File: config.mk
export PLATFORM = sky130hd
export DESIGN_NAME = ps2_host_tx
export DESIGN_NICKNAME = d
export VERILOG_FILES = /design/src/rtl/ps2_pkg.sv /design/src/rtl/ps2_line_sync.sv /design/src/rtl/ps2_host_tx.sv
export SDC_FILE = /design/constraint.sdc
export NUM_CORES = 1
export LEC_CHECK = 0
export CAP_MARGIN = 20
export CORE_AREA = 2 2 93 59
export DETAILED_ROUTE_END_ITERATION = 6
export DIE_AREA = 0 0 95 61
export PLACE_DENSITY_LB_ADDON = 0.05
export SYNTH_ARGS = -nofsm -noshare
export SYNTH_HDL_FRONTEND = slang
export SYNTH_SLANG_ARGS = --single-unit
File: constraint.sdc
create_clock -name Clock -period 3.9 [get_ports Clock]
set_clock_uncertainty 0.15 [all_clocks]
set_input_delay 0.78 -clock Clock [delete_from_list [all_inputs] [get_ports Clock]]
set_output_delay 0.78 -clock Clock [all_outputs]
set_load 0.02 [all_outputs]
File: src/rtl/ps2_pkg.sv
// Shared PS/2 definitions: host-transmit state encoding, common keyboard
// command bytes and helpers that turn microsecond/millisecond timings into clock cycles.
package ps2_pkg;

   typedef enum logic [3:0] {
      IDLE     = 4'd0,
      INHIBIT  = 4'd1,
      RTS      = 4'd2,
      DATA     = 4'd3,
      PARITY   = 4'd4,
      STOP     = 4'd5,
      ACK_WAIT = 4'd6,
      DONE     = 4'd7,
      ERR      = 4'd8
   } ps2_state_t;

   localparam logic [7:0] PS2_CMD_RESET    = 8'hFF;
   localparam logic [7:0] PS2_CMD_ENABLE   = 8'hF4;
   localparam logic [7:0] PS2_CMD_SET_LEDS = 8'hED;

   // Integer-MHz divide first so the intermediate product stays within 32 bits.
   function automatic int inhibit_cycles(input int clock_frequency, input int inhibit_us);
      return (clock_frequency / 1_000_000) * inhibit_us;
   endfunction

   function automatic int timeout_cycles(input int clock_frequency, input int timeout_ms);
      return (clock_frequency / 1000) * timeout_ms;
   endfunction

   function automatic int counter_width(input int timeout_cyc);
      return $clog2(timeout_cyc) + 1;
   endfunction

endpackage

File: src/rtl/ps2_line_sync.sv
// Two-flop synchroniser for one raw PS/2 pin plus a falling-edge strobe.
// Shared by the host transmitter and the keyboard receiver.
module ps2_line_sync (
   input  logic Clock,
   input  logic reset,
   input  logic line_in,
   output logic line_sync,
   output logic line_fall
);

   logic line_meta;
   logic line_prev;

   // Flops reset to the idle-high bus level so a released line never fakes an edge.
   always_ff @(posedge Clock) begin
      if (reset) begin
         line_meta <= 1'b1;
         line_sync <= 1'b1;
         line_prev <= 1'b1;
      end else begin
         line_meta <= line_in;
         line_sync <= line_meta;
         line_prev <= line_sync;
      end
   end

   assign line_fall = line_prev & ~line_sync;

endmodule

File: src/rtl/ps2_host_tx.sv
// PS/2 host-to-device transmitter: inhibits the bus, requests to send, shifts one
// command byte out on device clock falling edges and checks the device ACK.
module ps2_host_tx
   import ps2_pkg::*;
#(
   parameter int CLOCK_FREQUENCY = 25_000_000,
   parameter int INHIBIT_US      = 120,
   parameter int TIMEOUT_MS      = 20
) (
   input  logic       Clock,
   input  logic       reset,
   input  logic       send,
   input  logic [7:0] cmd,
   input  logic       ps2_clk_in,
   input  logic       ps2_dat_in,
   output logic       ps2_clk_oe,
   output logic       ps2_dat_oe,
   output logic       busy,
   output logic       done,
   output logic       error
);

   localparam int INHIBIT_CYC = inhibit_cycles(CLOCK_FREQUENCY, INHIBIT_US);
   localparam int TIMEOUT_CYC = timeout_cycles(CLOCK_FREQUENCY, TIMEOUT_MS);
   localparam int CW          = counter_width(TIMEOUT_CYC);

   localparam logic [CW-1:0] INHIBIT_LAST = CW'(INHIBIT_CYC - 1);
   localparam logic [CW-1:0] TIMEOUT_LAST = CW'(TIMEOUT_CYC - 1);
   localparam logic [CW-1:0] TIMER_STEP   = CW'(1);

   ps2_state_t    state;
   ps2_state_t    next_state;
   logic [CW-1:0] timer;
   logic [3:0]    bit_cnt;
   logic [7:0]    shift_reg;
   logic          parity_bit;
   logic          timeout;

   logic          clk_sync;
   logic          clk_fall;
   logic          dat_sync;
   logic          dat_fall_unused;

   ps2_line_sync u_clk_sync (
      .Clock     (Clock),
      .reset     (reset),
      .line_in   (ps2_clk_in),
      .line_sync (clk_sync),
      .line_fall (clk_fall)
   );

   ps2_line_sync u_dat_sync (
      .Clock     (Clock),
      .reset     (reset),
      .line_in   (ps2_dat_in),
      .line_sync (dat_sync),
      .line_fall (dat_fall_unused)
   );

   // One timer serves both phases: it measures the inhibit pulse, then restarts at
   // zero on entry to RTS and bounds the rest of the transfer.
   assign timeout = (timer == TIMEOUT_LAST);

   always_ff @(posedge Clock) begin
      if (reset) begin
         state <= IDLE;
      end else begin
         state <= next_state;
      end
   end

   // Timeout is tested ahead of the clock edge so it wins when both land together.
   always_comb begin
      next_state = state;
      case (state)
         IDLE: begin
            if (send) next_state = INHIBIT;
         end
         INHIBIT: begin
            if (timer == INHIBIT_LAST) next_state = RTS;
         end
         RTS: begin
            if (timeout)       next_state = ERR;
            else if (clk_fall) next_state = DATA;
         end
         DATA: begin
            if (timeout)                           next_state = ERR;
            else if (clk_fall && bit_cnt == 4'd7) next_state = PARITY;
         end
         PARITY: begin
            if (timeout)       next_state = ERR;
            else if (clk_fall) next_state = STOP;
         end
         STOP: begin
            if (timeout)       next_state = ERR;
            else if (clk_fall) next_state = dat_sync ? ERR : ACK_WAIT;
         end
         ACK_WAIT: begin
            if (timeout)                  next_state = ERR;
            else if (clk_sync && dat_sync) next_state = DONE;
         end
         DONE:    next_state = IDLE;
         ERR:     next_state = IDLE;
         default: next_state = IDLE;
      endcase
   end

   // Byte, parity and counters are captured only on an accepted send, so a send
   // that arrives while busy cannot disturb the frame in flight.
   always_ff @(posedge Clock) begin
      if (reset) begin
         timer      <= '0;
         bit_cnt    <= 4'd0;
         shift_reg  <= 8'h00;
         parity_bit <= 1'b0;
      end else begin
         case (state)
            IDLE: begin
               if (send) begin
                  shift_reg  <= cmd;
                  parity_bit <= ~^cmd;
                  bit_cnt    <= 4'd0;
                  timer      <= '0;
               end
            end
            INHIBIT: begin
               timer <= (timer == INHIBIT_LAST) ? '0 : timer + TIMER_STEP;
            end
            DATA: begin
               timer <= timer + TIMER_STEP;
               if (clk_fall && !timeout && bit_cnt != 4'd7) begin
                  shift_reg <= {1'b0, shift_reg[7:1]};
                  bit_cnt   <= bit_cnt + 4'd1;
               end
            end
            RTS, PARITY, STOP, ACK_WAIT: begin
               timer <= timer + TIMER_STEP;
            end
            default: begin
            end
         endcase
      end
   end

   // Enables are open-drain pull-downs: a 1 drives the line low, a 0 releases it.
   always_comb begin
      ps2_clk_oe = 1'b0;
      ps2_dat_oe = 1'b0;
      busy       = 1'b0;
      done       = 1'b0;
      error      = 1'b0;
      case (state)
         INHIBIT: begin
            ps2_clk_oe = 1'b1;
            busy       = 1'b1;
         end
         RTS: begin
            ps2_dat_oe = 1'b1;
            busy       = 1'b1;
         end
         DATA: begin
            ps2_dat_oe = ~shift_reg[0];
            busy       = 1'b1;
         end
         PARITY: begin
            ps2_dat_oe = ~parity_bit;
            busy       = 1'b1;
         end
         STOP, ACK_WAIT: begin
            busy = 1'b1;
         end
         DONE: begin
            done = 1'b1;
         end
         ERR: begin
            error = 1'b1;
         end
         default: begin
         end
      endcase
   end

endmodule

==> impl_metrics.json <==
{
  "fin_crit_sh": 0.7925,
  "core_um2": 4930,
  "whs_ns": 0.2646,
  "crit_path_max_fanout": 18,
  "tightest_slew_ns": 0.6026,
  "num_rows": 20,
  "worstHoldStart": "u_clk_sync.line_meta",
  "layout_commonest_cell": "dfxtp_1",
  "postLayoutCellArea_um2": 2719,
  "swShare": 0.3570,
  "seq_area_um2": 840.8,
  "grt_use_total": 0.2081,
  "p_int_uw": 837.2,
  "synth_edf_count": 0,
  "ys_warn_count": 0,
  "cts_buffers": 5,
  "path_cells": "nand2b_1, or3_1, nand2_1, clkdlybuf4s50_1",
  "multi_input_comb_area_um2": 1474,
  "worst_setup_path_start_kind": "flip-flop",
  "power.density_nw_per_um2": 478.9,
  "die_h_um": 61,
  "cts_sinks": 42,
  "first_pass_iters": 4,
  "wl_per_cell_um": 14.91,
  "syn_area_um2": 2385,
  "min_path_cells": 1,
  "cts_tree": "yes",
  "min_to": "u_clk_sync.line_sync",
  "tns_ns": 0,
  "cap_violations": 0,
  "antenna_found_initial": 0,
  "ys_seq_area_frac": 0.3526,
  "min_path_type": "flip-flop to flip-flop",
  "root_buffer": "clkbuf_8",
  "n_antenna_cell": 0,
  "synthCells": 277,
  "final_cell_mix": "dfxtp_1 (42), nor2_1 (30), nand2_1 (26), clkdlybuf4s50_1 (17), xnor2_1 (16)",
  "hold_buffers": 0,
  "grt_setup_unrepaired": "no",
  "comb_power_share": 0.317,
  "insertion_delay_ns": 0.30,
  "fin_nets": 306,
  "finalCriticalPeriod_ns": 3.091,
  "crit_path_max_incr_delay_ns": 0.66,
  "drt_iter0_markers": 138,
  "postLayoutCoreUtil": 0.5515,
  "async_reset_ff_frac": 0,
  "setup_violations": 0,
  "seqPwrFrac": 0.414,
  "synth_cell_types": 64,
  "synth_flop_cell": "dfxtp_1",
  "grt_pass1_wl_um": 9135,
  "drc": 0,
  "slew_headroom": 0.5926,
  "grt_max_degree": 24,
  "place.port_buffers": 17,
  "syn_area_per_cell_um2": 8.609,
  "vdd_drop_max_mv": 0.1970,
  "cts_max_level": 2,
  "end_kind": "output port",
  "leakage_uw": 0.0008709,
  "path_buf_inv": 1,
  "p_clk_frac": 0.269,
  "die_w_um": 95,
  "worstReg2RegEnd": "bit_cnt[2]",
  "vias": 2007,
  "worstPathRequired_ns": 2.97,
  "switchingPower_uw": 464.8,
  "layout-drive-gt1-share": 0.1096,
  "ant_nets": 0,
  "hpwl_um": 4036,
  "ys_seq_elements": 42,
  "placed_area_um2": 2605,
  "grt_pass1_vias": 1787,
  "io_pins": 18,
  "grt_overflow": 0,
  "path_delay_family": "flip-flops",
  "dieArea_um2": 5795,
  "cts-resized-gates": 0,
  "area_delta_synth_final_pct": 14.01,
  "fmax_mhz": 323.6,
  "worstPathArrival_ns": 2.16,
  "drt_wl_total_um": 5337,
  "r2r-start": "state[1]",
  "hold_violations": 0,
  "path_class": "flip-flop to output port",
  "slowest_stage": "dfxtp_1",
  "r2r_cells": 6,
  "largest_register_ffs": 20,
  "synth_nets": 292,
  "cts_setup_buffers": 0,
  "gp_congestion": 0.8375,
  "drv_slew": 0,
  "path_clk_slew_ns": 0.08,
  "clockBufferDepth": 2,
  "fillers": 449,
  "initial_core_util": 0.4838,
  "outcome": "finished clean",
  "via_per_inst": 5.606,
  "rrSetupSlack_ns": 1.22
}
-- worst max-delay path by stage --
stage	endpoint	slack, ns	cells past startpoint	startpoint
finish	busy	0.81	4	state[0]
global route	busy	0.66	4	state[0]
CTS	busy	0.80	4	state[0]
detailed placement	timer[16]	1.13	6	send
global placement	busy	1.16	4	state[0]
floorplan	error	1.54	3	state[1]
-- final cells by class --
cell class / count / share of cell area
multi-input combinational: 218 / 0.5421
sequential: 42 / 0.3092
timing repair buffer: 20 / 0.07087
tap: 66 / 0.03037
clock buffer: 5 / 0.02531
clock inverter: 3 / 0.01657
inverter: 4 / 0.005522
-- per-layer routing --
metal | up-vias | global-route usage | part of all wire
met5 | - | 0 | 0
met4 | 0 | 0.05176 | 0.0054
met3 | 4 | 0.06087 | 0.077
met2 | 58 | 0.2533 | 0.34
met1 | 908 | 0.3407 | 0.58
li1 | 1037 | - | -
-- per-stage QoR --
stage | worst slack (ns) | total power, µW | instances
after CTS | 0.8027 | 1302 | 358
after floorplan | 1.536 | 839.4 | 277
after global routing | 0.6630 | 1383 | 358
after global placement | 1.162 | 956.9 | 350
after detailed placement | 1.128 | 954.3 | 350
final | 0.8093 | 1302 | 358
-- power by group through the flow --
| stage | Combinational (µW) | Sequential [µW] | Clock [µW] |
|---|---|---|---|
| global placement | 409 | 548 | 0 |
| floorplan | 332 | 507 | 0 |
| finish | 413 | 539 | 350 |
| CTS | 408 | 538 | 356 |
| global route | 455 | 549 | 379 |
| detailed placement | 406 | 548 | 0 |
-- kinds of logic after synthesis --
kind of cell,after synthesis,synth area share
and+or+nand+nor,131,0.3117
AOI/OAI and AO/OA,53,0.1705
DFF,42,0.3526
xor gates and xnor gates,22,0.08080
buffers and inverters,17,0.03200
muxes,9,0.03778
adders and majority gates,3,0.01469
-- synthesized netlist by cell type (2+ instances only) --
library cell  number  share of area
a2111oi_2          2          0.013
a211oi_1           8          0.025
a21o_1             2         0.0063
a21oi_1            5          0.010
a22oi_1            2         0.0063
a31o_1             2         0.0073
a31oi_1            2         0.0052
and2_1             3         0.0079
and3_1             3         0.0079
and4_1             2         0.0073
clkbuf_1           9          0.014
dfxtp_1           42           0.35
ha_1               2          0.010
inv_1              3         0.0047
mux2i_1            9          0.038
nand2_1           26          0.041
nand2b_1           5          0.013
nand3_1            9          0.019
nand3b_1           3         0.0094
nand4_1            5          0.013
nor2_1            30          0.047
nor3_1            15          0.031
nor4_1             3         0.0079
nor4b_1            3          0.011
o211ai_1           7          0.022
o21a_1             2         0.0063
o21ai_0            8          0.017
or2_2              5          0.013
or3_1              5          0.013
xnor2_1           16          0.059
xor2_1             6          0.022
Power figures use the tool's default switching activity.
